File: config.mk
export PLATFORM = sky130hd
export DESIGN_NAME = thread_scheduler
export DESIGN_NICKNAME = d
export VERILOG_FILES = /design/src/rtl/thread_scheduler_pkg.sv /design/src/rtl/thread_scheduler_rr_arbiter.sv /design/src/rtl/thread_scheduler.sv
export SDC_FILE = /design/constraint.sdc
export NUM_CORES = 1
export LEC_CHECK = 0
export CELL_PAD_IN_SITES_DETAIL_PLACEMENT = 0
export CELL_PAD_IN_SITES_GLOBAL_PLACEMENT = 1
export CORE_UTILIZATION = 29
export CTS_BUF_LIST = sky130_fd_sc_hd__clkbuf_2 sky130_fd_sc_hd__clkbuf_4 sky130_fd_sc_hd__clkbuf_8
export DETAILED_ROUTE_END_ITERATION = 10
export DONT_BUFFER_PORTS = 1
export PLACE_DENSITY_LB_ADDON = 0.1
export SLEW_MARGIN = 20
export SYNTH_ARGS = -nofsm -noshare
export SYNTH_HDL_FRONTEND = slang
export SYNTH_HIERARCHICAL = 1
export SYNTH_SLANG_ARGS = --single-unit
File: constraint.sdc
create_clock -name clk -period 4.7 [get_ports clk]
set_input_delay 0.47 -clock clk [delete_from_list [all_inputs] [get_ports clk]]
set_output_delay 0.47 -clock clk [all_outputs]
set_load 0.01 [all_outputs]
File: src/rtl/thread_scheduler_pkg.sv
// Shared definitions for the thread scheduler slice.
// Holds the thread count and ID width, the per-thread lifecycle state
// encoding, the thread-control encodings decoded from the WB strobes, and
// a helper that folds the qualified strobes into one control code.
package thread_scheduler_pkg;

  localparam int NUM_TRD = 8;
  localparam int TRD_W   = $clog2(NUM_TRD);

  typedef enum logic [1:0] {
    FREE  = 2'd0,
    RUN   = 2'd1,
    SLEEP = 2'd2
  } trd_state_t;

  typedef enum logic [2:0] {
    CTRL_NONE  = 3'b000,
    CTRL_SLEEP = 3'b001,
    CTRL_WAKE  = 3'b010,
    CTRL_KILL  = 3'b011,
    CTRL_INIT  = 3'b111
  } trd_ctrl_t;

  // Strobes are mutually exclusive; an unqualified WB slot means no action.
  function automatic trd_ctrl_t encode_ctrl(input logic vld,
                                            input logic kill,
                                            input logic sleep,
                                            input logic wake,
                                            input logic init);
    trd_ctrl_t ctrl;
    if (!vld) begin
      ctrl = CTRL_NONE;
    end else if (kill) begin
      ctrl = CTRL_KILL;
    end else if (sleep) begin
      ctrl = CTRL_SLEEP;
    end else if (wake) begin
      ctrl = CTRL_WAKE;
    end else if (init) begin
      ctrl = CTRL_INIT;
    end else begin
      ctrl = CTRL_NONE;
    end
    return ctrl;
  endfunction

endpackage

File: src/rtl/thread_scheduler_rr_arbiter.sv
// Rotating-priority arbiter used for fetch thread selection.
// Ports:
//   req     in  NUM_REQ  request vector
//   ptr     in  IDX_W    index that currently has highest priority
//   gnt_idx out IDX_W    first requesting index at or after ptr (wrapping);
//                        0 when nothing requests
//   gnt_vld out 1        at least one request present
// Purely combinational; the owner keeps and advances the pointer.
module rr_arbiter #(
  parameter int NUM_REQ = 8,
  parameter int IDX_W   = 3
) (
  input  logic [NUM_REQ-1:0] req,
  input  logic [IDX_W-1:0]   ptr,
  output logic [IDX_W-1:0]   gnt_idx,
  output logic               gnt_vld
);

  logic [IDX_W:0]   idx_s;
  logic [IDX_W-1:0] gnt_idx_s;
  logic             gnt_vld_s;

  // Scan offsets from the farthest to the nearest so the nearest request
  // to ptr is the last one written and therefore wins.
  always_comb begin
    gnt_idx_s = '0;
    gnt_vld_s = 1'b0;
    idx_s     = '0;
    for (int k = NUM_REQ - 1; k >= 0; k--) begin
      idx_s = {1'b0, ptr} + (IDX_W+1)'(k);
      if (idx_s >= (IDX_W+1)'(NUM_REQ)) begin
        idx_s = idx_s - (IDX_W+1)'(NUM_REQ);
      end else begin
        idx_s = idx_s;
      end
      if (req[idx_s[IDX_W-1:0]]) begin
        gnt_idx_s = idx_s[IDX_W-1:0];
        gnt_vld_s = 1'b1;
      end else begin
        gnt_vld_s = gnt_vld_s;
      end
    end
  end

  assign gnt_idx = gnt_idx_s;
  assign gnt_vld = gnt_vld_s;

endmodule

File: src/rtl/thread_scheduler.sv
// Per-thread lifecycle controller and round-robin fetch scheduler.
// Ports:
//   clk, rst_n        core clock, asynchronous active-low reset
//   wb_vld            qualifies kill/sleep/wake/init_wb from write-back
//   kill, sleep       act on trd_wb (free / park)
//   wake              resumes tgt_trd_wb if it is sleeping
//   init_wb           allocates new_trd
//   fetch_rdy         fetch accepts fetch_trd this cycle
//   new_trd(_vld)     lowest-index FREE thread and its valid
//   fetch_trd(_vld)   round-robin selected RUN thread and its valid
//   run_mask          bit i set when thread i is RUN
//   sched_flush(_trd) one-cycle pulse after sleep/kill, with the thread ID
//   init_err          one-cycle pulse after an init with no FREE thread
//   all_idle          no thread is RUN
module thread_scheduler
  import thread_scheduler_pkg::*;
(
  input  logic               clk,
  input  logic               rst_n,
  input  logic               wb_vld,
  input  logic               kill,
  input  logic               sleep,
  input  logic               wake,
  input  logic               init_wb,
  input  logic [TRD_W-1:0]   trd_wb,
  input  logic [TRD_W-1:0]   tgt_trd_wb,
  input  logic               fetch_rdy,
  output logic [TRD_W-1:0]   new_trd,
  output logic               new_trd_vld,
  output logic [TRD_W-1:0]   fetch_trd,
  output logic               fetch_vld,
  output logic [NUM_TRD-1:0] run_mask,
  output logic               sched_flush,
  output logic [TRD_W-1:0]   sched_flush_trd,
  output logic               init_err,
  output logic               all_idle
);

  trd_state_t         state_r     [NUM_TRD];
  trd_state_t         state_nxt_s [NUM_TRD];
  logic [TRD_W-1:0]   rr_ptr_r;
  logic               flush_r;
  logic [TRD_W-1:0]   flush_trd_r;
  logic               init_err_r;

  trd_ctrl_t          ctrl_s;
  logic [NUM_TRD-1:0] run_mask_s;
  logic [NUM_TRD-1:0] free_mask_s;
  logic [TRD_W-1:0]   new_trd_s;
  logic               new_trd_vld_s;
  logic [TRD_W-1:0]   fetch_trd_s;
  logic               fetch_vld_s;
  logic               flush_nxt_s;
  logic               init_err_nxt_s;

  assign ctrl_s = encode_ctrl(wb_vld, kill, sleep, wake, init_wb);

  // Derive RUN and FREE masks from the registered per-thread state.
  always_comb begin
    run_mask_s  = '0;
    free_mask_s = '0;
    for (int i = 0; i < NUM_TRD; i++) begin
      run_mask_s[i]  = (state_r[i] == RUN);
      free_mask_s[i] = (state_r[i] == FREE);
    end
  end

  // Lowest-index FREE thread; scan downward so the lowest index is written last.
  always_comb begin
    new_trd_s     = '0;
    new_trd_vld_s = 1'b0;
    for (int i = NUM_TRD - 1; i >= 0; i--) begin
      if (free_mask_s[i]) begin
        new_trd_s     = TRD_W'(i);
        new_trd_vld_s = 1'b1;
      end else begin
        new_trd_vld_s = new_trd_vld_s;
      end
    end
  end

  rr_arbiter #(
    .NUM_REQ (NUM_TRD),
    .IDX_W   (TRD_W)
  ) u_fetch_arb (
    .req     (run_mask_s),
    .ptr     (rr_ptr_r),
    .gnt_idx (fetch_trd_s),
    .gnt_vld (fetch_vld_s)
  );

  // Next-state for the thread table plus the flush / init-error pulses.
  always_comb begin
    state_nxt_s    = state_r;
    flush_nxt_s    = 1'b0;
    init_err_nxt_s = 1'b0;
    case (ctrl_s)
      CTRL_INIT: begin
        if (new_trd_vld_s) begin
          state_nxt_s[new_trd_s] = RUN;
        end else begin
          init_err_nxt_s = 1'b1;
        end
      end
      CTRL_SLEEP: begin
        // The flush fires regardless: the sleeping instruction's younger
        // fetches must be discarded even if the thread was already parked.
        flush_nxt_s = 1'b1;
        if (state_r[trd_wb] == RUN) begin
          state_nxt_s[trd_wb] = SLEEP;
        end else begin
          state_nxt_s[trd_wb] = state_r[trd_wb];
        end
      end
      CTRL_WAKE: begin
        if (state_r[tgt_trd_wb] == SLEEP) begin
          state_nxt_s[tgt_trd_wb] = RUN;
        end else begin
          state_nxt_s[tgt_trd_wb] = state_r[tgt_trd_wb];
        end
      end
      CTRL_KILL: begin
        flush_nxt_s         = 1'b1;
        state_nxt_s[trd_wb] = FREE;
      end
      default: begin
        state_nxt_s = state_r;
      end
    endcase
  end

  // Thread table register: thread 0 comes out of reset running.
  always_ff @(posedge clk or negedge rst_n) begin
    if (!rst_n) begin
      for (int i = 0; i < NUM_TRD; i++) begin
        state_r[i] <= (i == 0) ? RUN : FREE;
      end
    end else begin
      state_r <= state_nxt_s;
    end
  end

  // Round-robin pointer: advance past the granted thread, hold otherwise.
  always_ff @(posedge clk or negedge rst_n) begin
    if (!rst_n) begin
      rr_ptr_r <= '0;
    end else if (fetch_vld_s && fetch_rdy) begin
      rr_ptr_r <= (fetch_trd_s == TRD_W'(NUM_TRD - 1)) ? '0 : fetch_trd_s + TRD_W'(1);
    end else begin
      rr_ptr_r <= rr_ptr_r;
    end
  end

  // One-cycle flush and init-error pulses; the flush ID holds between pulses.
  always_ff @(posedge clk or negedge rst_n) begin
    if (!rst_n) begin
      flush_r     <= 1'b0;
      flush_trd_r <= '0;
      init_err_r  <= 1'b0;
    end else begin
      flush_r     <= flush_nxt_s;
      flush_trd_r <= flush_nxt_s ? trd_wb : flush_trd_r;
      init_err_r  <= init_err_nxt_s;
    end
  end

  assign new_trd         = new_trd_s;
  assign new_trd_vld     = new_trd_vld_s;
  assign fetch_trd       = fetch_trd_s;
  assign fetch_vld       = fetch_vld_s;
  assign run_mask        = run_mask_s;
  assign sched_flush     = flush_r;
  assign sched_flush_trd = flush_trd_r;
  assign init_err        = init_err_r;
  assign all_idle        = ~|run_mask_s;

endmodule
==> impl_metrics.env <==
export IMPL_grt_antenna_before_repair=0
export IMPL_dieArea_sq_um=10100
export IMPL_fp_dieH_microns=101
export IMPL_place_area_sq_um=2880
export IMPL_finalPower_mw=0.960
export IMPL_p_per_area_nw_per_um2=322
export IMPL_area_growth_pct=5.82
export IMPL_ant_nets=0
export IMPL_synth_distinct_cells=68
export IMPL_wl_per_cell_microns=21.4
export IMPL_ctsLongestPathBuffers=2
export IMPL_hold_violations=0
export IMPL_max_stage_delay_ps=660
export IMPL_status="complete, no violations"
export IMPL_vias=2651
export IMPL_portBuffers=0
export IMPL_syn_nets=351
export IMPL_dpl_hpwl_microns=7120
export IMPL_cp_arrival_ps=3040
export IMPL_crit_family="compound AO/OA/AOI/OAI gates"
export IMPL_relSlewSlack=0.302
export IMPL_synthTopCellsByArea="dfrtp_1 20%, mux4_2 7.2%, nand2_1 4.9%"
export IMPL_coreArea_sq_um=9330
export IMPL_clock_sinks=24
export IMPL_critPathRequiredTime_ps=4230
export IMPL_fin_skew_ps=18.9
export IMPL_place_gp_congestion=0.830
export IMPL_final_area_sq_um=2980
export IMPL_setup_viol=0
export IMPL_rsz0062_at_grt="no"
export IMPL_dr_pass1_iters=4
export IMPL_synthCells=333
export IMPL_n_antenna_cell=0
export IMPL_cp_cell_sequence="nor2b_1 -> mux4_1 -> a21oi_1 -> o211ai_1 -> a211oi_1 -> nor4b_1 -> o22ai_1"
export IMPL_hold_slack_ps=298
export IMPL_drtIter0Drc=167
export IMPL_max_cap_violations=0
export IMPL_pin_count=36
export IMPL_grt_start_max_net_pins=24
export IMPL_synth_edf_count=0
export IMPL_critPathMaxFanout=13
export IMPL_yosys_warnings=6
export IMPL_via_per_inst=5.90
export IMPL_post_cts_setup_buffer_count=0
export IMPL_drc=0
export IMPL_cts_resized=0
export IMPL_initial_utilization=0.302
export IMPL_avgSynthCellArea_sq_um=8.46
export IMPL_endpoint_kind="output pin"
export IMPL_ys_async_sr_fraction=1.00
export IMPL_clkTransAtPathRegs_ps=110
export IMPL_finalCriticalPeriod_ps=3510
export IMPL_vdd_drop_max_v=0.000139
export IMPL_min_path_type="input pin to flop"
export IMPL_die_x_microns=101
export IMPL_yosysTopAreaCell="dfrtp_1"
export IMPL_crit_path_start_kind="flop"
export IMPL_fin_crit_sh=0.747
export IMPL_cts_root_buffer="clkbuf_8"
export IMPL_seq_area_frac_synth=0.214
export IMPL_clock_latency_ps=280
export IMPL_htree_levels=1
export IMPL_worst_path_buf_inv=0
export IMPL_grt_pass1_wl_microns=15200
export IMPL_slowest_stage="mux4_1"
export IMPL_tns_ps=0
export IMPL_synth_main_ff_cell="dfrtp_1"
export IMPL_achievable_frequency_ghz=0.285
export IMPL_cellLeakagePower_nw=1.16
export IMPL_slew_viol_final=0
export IMPL_cts_buffers=3
export IMPL_ys_ff_latch=24
export IMPL_worst_pin_slew_ps=1030
export IMPL_grt_overflow_total=0
export IMPL_grt_pass1_vias=2622
export IMPL_cts_tree="done"
export IMPL_fp_row_count=35
export IMPL_worstSetupPathType="flop to output pin"
export IMPL_drive_gt1_frac=0.106
export IMPL_grt_use_total=0.197
export IMPL_synth_area_sq_um=2820
export IMPL_drt_wl_total_microns=9600
export IMPL_synth_top_area_frac=0.204
export IMPL_final_nets=339
## metal layers
| layer | global-route usage | up-vias | share of wire |
|---|---|---|---|
| met1 | 0.252 | 1284 | 0.43 |
| li1 | - | 1259 | - |
| met5 | 0 | - | 0 |
| met3 | 0.0451 | 22 | 0.060 |
| met2 | 0.322 | 86 | 0.47 |
| met4 | 0.0769 | 0 | 0.039 |
## Yosys cell counts, types with 3 or more instances
library cell and instances:
buf_4 3, mux2_2 5, nand2_1 37, nor2_1 21, buf_2 3, nand3_1 9, a31oi_1 7, mux4_1 5
nand2b_1 9, nor3_1 12, o2111ai_1 3, mux4_2 9, or3_1 5, dfrtp_1 23, inv_1 10, and2_1 4
o211ai_1 5, o221ai_1 4, nand4_1 9, buf_6 4, a21oi_1 17, o21ai_1 5, mux2i_1 9, nor2b_1 15
nor4_1 3, o21bai_1 4, clkbuf_1 12, and3_1 3, o22ai_1 9, o21ai_0 13, o31ai_1 4, ha_1 4
## registers in the layout (all words and copies together), names as in the netlist
register and count:
init_err 1, rr_ptr_r 3, sched_flush 1, sched_flush_trd 3
state_r 16
## cells in the final DEF (no fill, tap or decap), types with 10 or more instances in the layout
cell type  synthesis  layout
a21oi_1           17      17
dfrtp_1           23      23
inv_1             10      10
nand2_1           37      37
nor2_1            21      21
nor2b_1           15      15
nor3_1            12      12
o21ai_0           13      13
## path summary, 6_finish.rpt
check | cells after the start | slack [ps] | endpoint | from
worst max-delay path | 7 | 1190 | fetch_trd[2] | state_r[15]
worst min-delay path | 1 | 300 | state_r[13] | trd_wb[2]
worst max register to register | 10 | 1210 | rr_ptr_r[2] | state_r[15]
worst min register to register | 2 | 550 | sched_flush_trd[1] | sched_flush_trd[1]
max in group asynchronous | 2 | 3730 | rr_ptr_r[1] | rst_n
min in group asynchronous | 1 | 780 | state_r[14] | rst_n
## power by group
| part | switching (mW) | internal, mW | total, mW | leakage, nW |
|---|---|---|---|---|
| clock network | 0.0772 | 0.114 | 0.191 | 0.0357 |
| logic | 0.271 | 0.206 | 0.477 | 0.802 |
| registers | 0.0627 | 0.229 | 0.292 | 0.318 |
| total | 0.411 | 0.550 | 0.960 | 1.16 |
## layout make-up
cell class	count	area (sq um)
fillers	1019	6350
multi-input cells	276	2050
flip-flops and latches	24	602
clock inverters	1	30.0
clock buffers	3	41.3
inverters	11	41.3
repair buffers	5	52.6
well taps	129	161
## stage by stage
stage / util / setup slack, ps / cells
after floorplan: - / 1160 / 333
after global placement: 0.309 / 1270 / 443
final: 0.320 / 1190 / 449
after global routing: 0.320 / 987 / 449
after CTS: 0.320 / 1200 / 449
after detailed placement: 0.309 / 1270 / 443
## worst register-to-register path: cells and delay by family, from the launching register on
family          cells  cell delay, ps
mux                 4            1660
fa+ha+maj           2             490
flops               1             610
simple gates        1             250
compound gates      3             360
## cells by family (layout without fill, tap and decap cells)
logic type / after synthesis / in the layout / share of synthesized area
and+or+nand+nor: 137 / 137 / 0.253
AOI/OAI and AO/OA: 101 / 101 / 0.261
buffers and inverters: 33 / 20 / 0.0600
muxes: 31 / 31 / 0.185
DFF: 24 / 24 / 0.214
adders and majority gates: 4 / 4 / 0.0178
xor gates and xnor gates: 3 / 3 / 0.00933
## timing repair
action                                  CTS  global route
hold endpoints to repair                 23             0
hold buffers                              2             0
endpoints found under the setup margin    0             0
No activity file was read; power rests on OpenSTA's default activity.
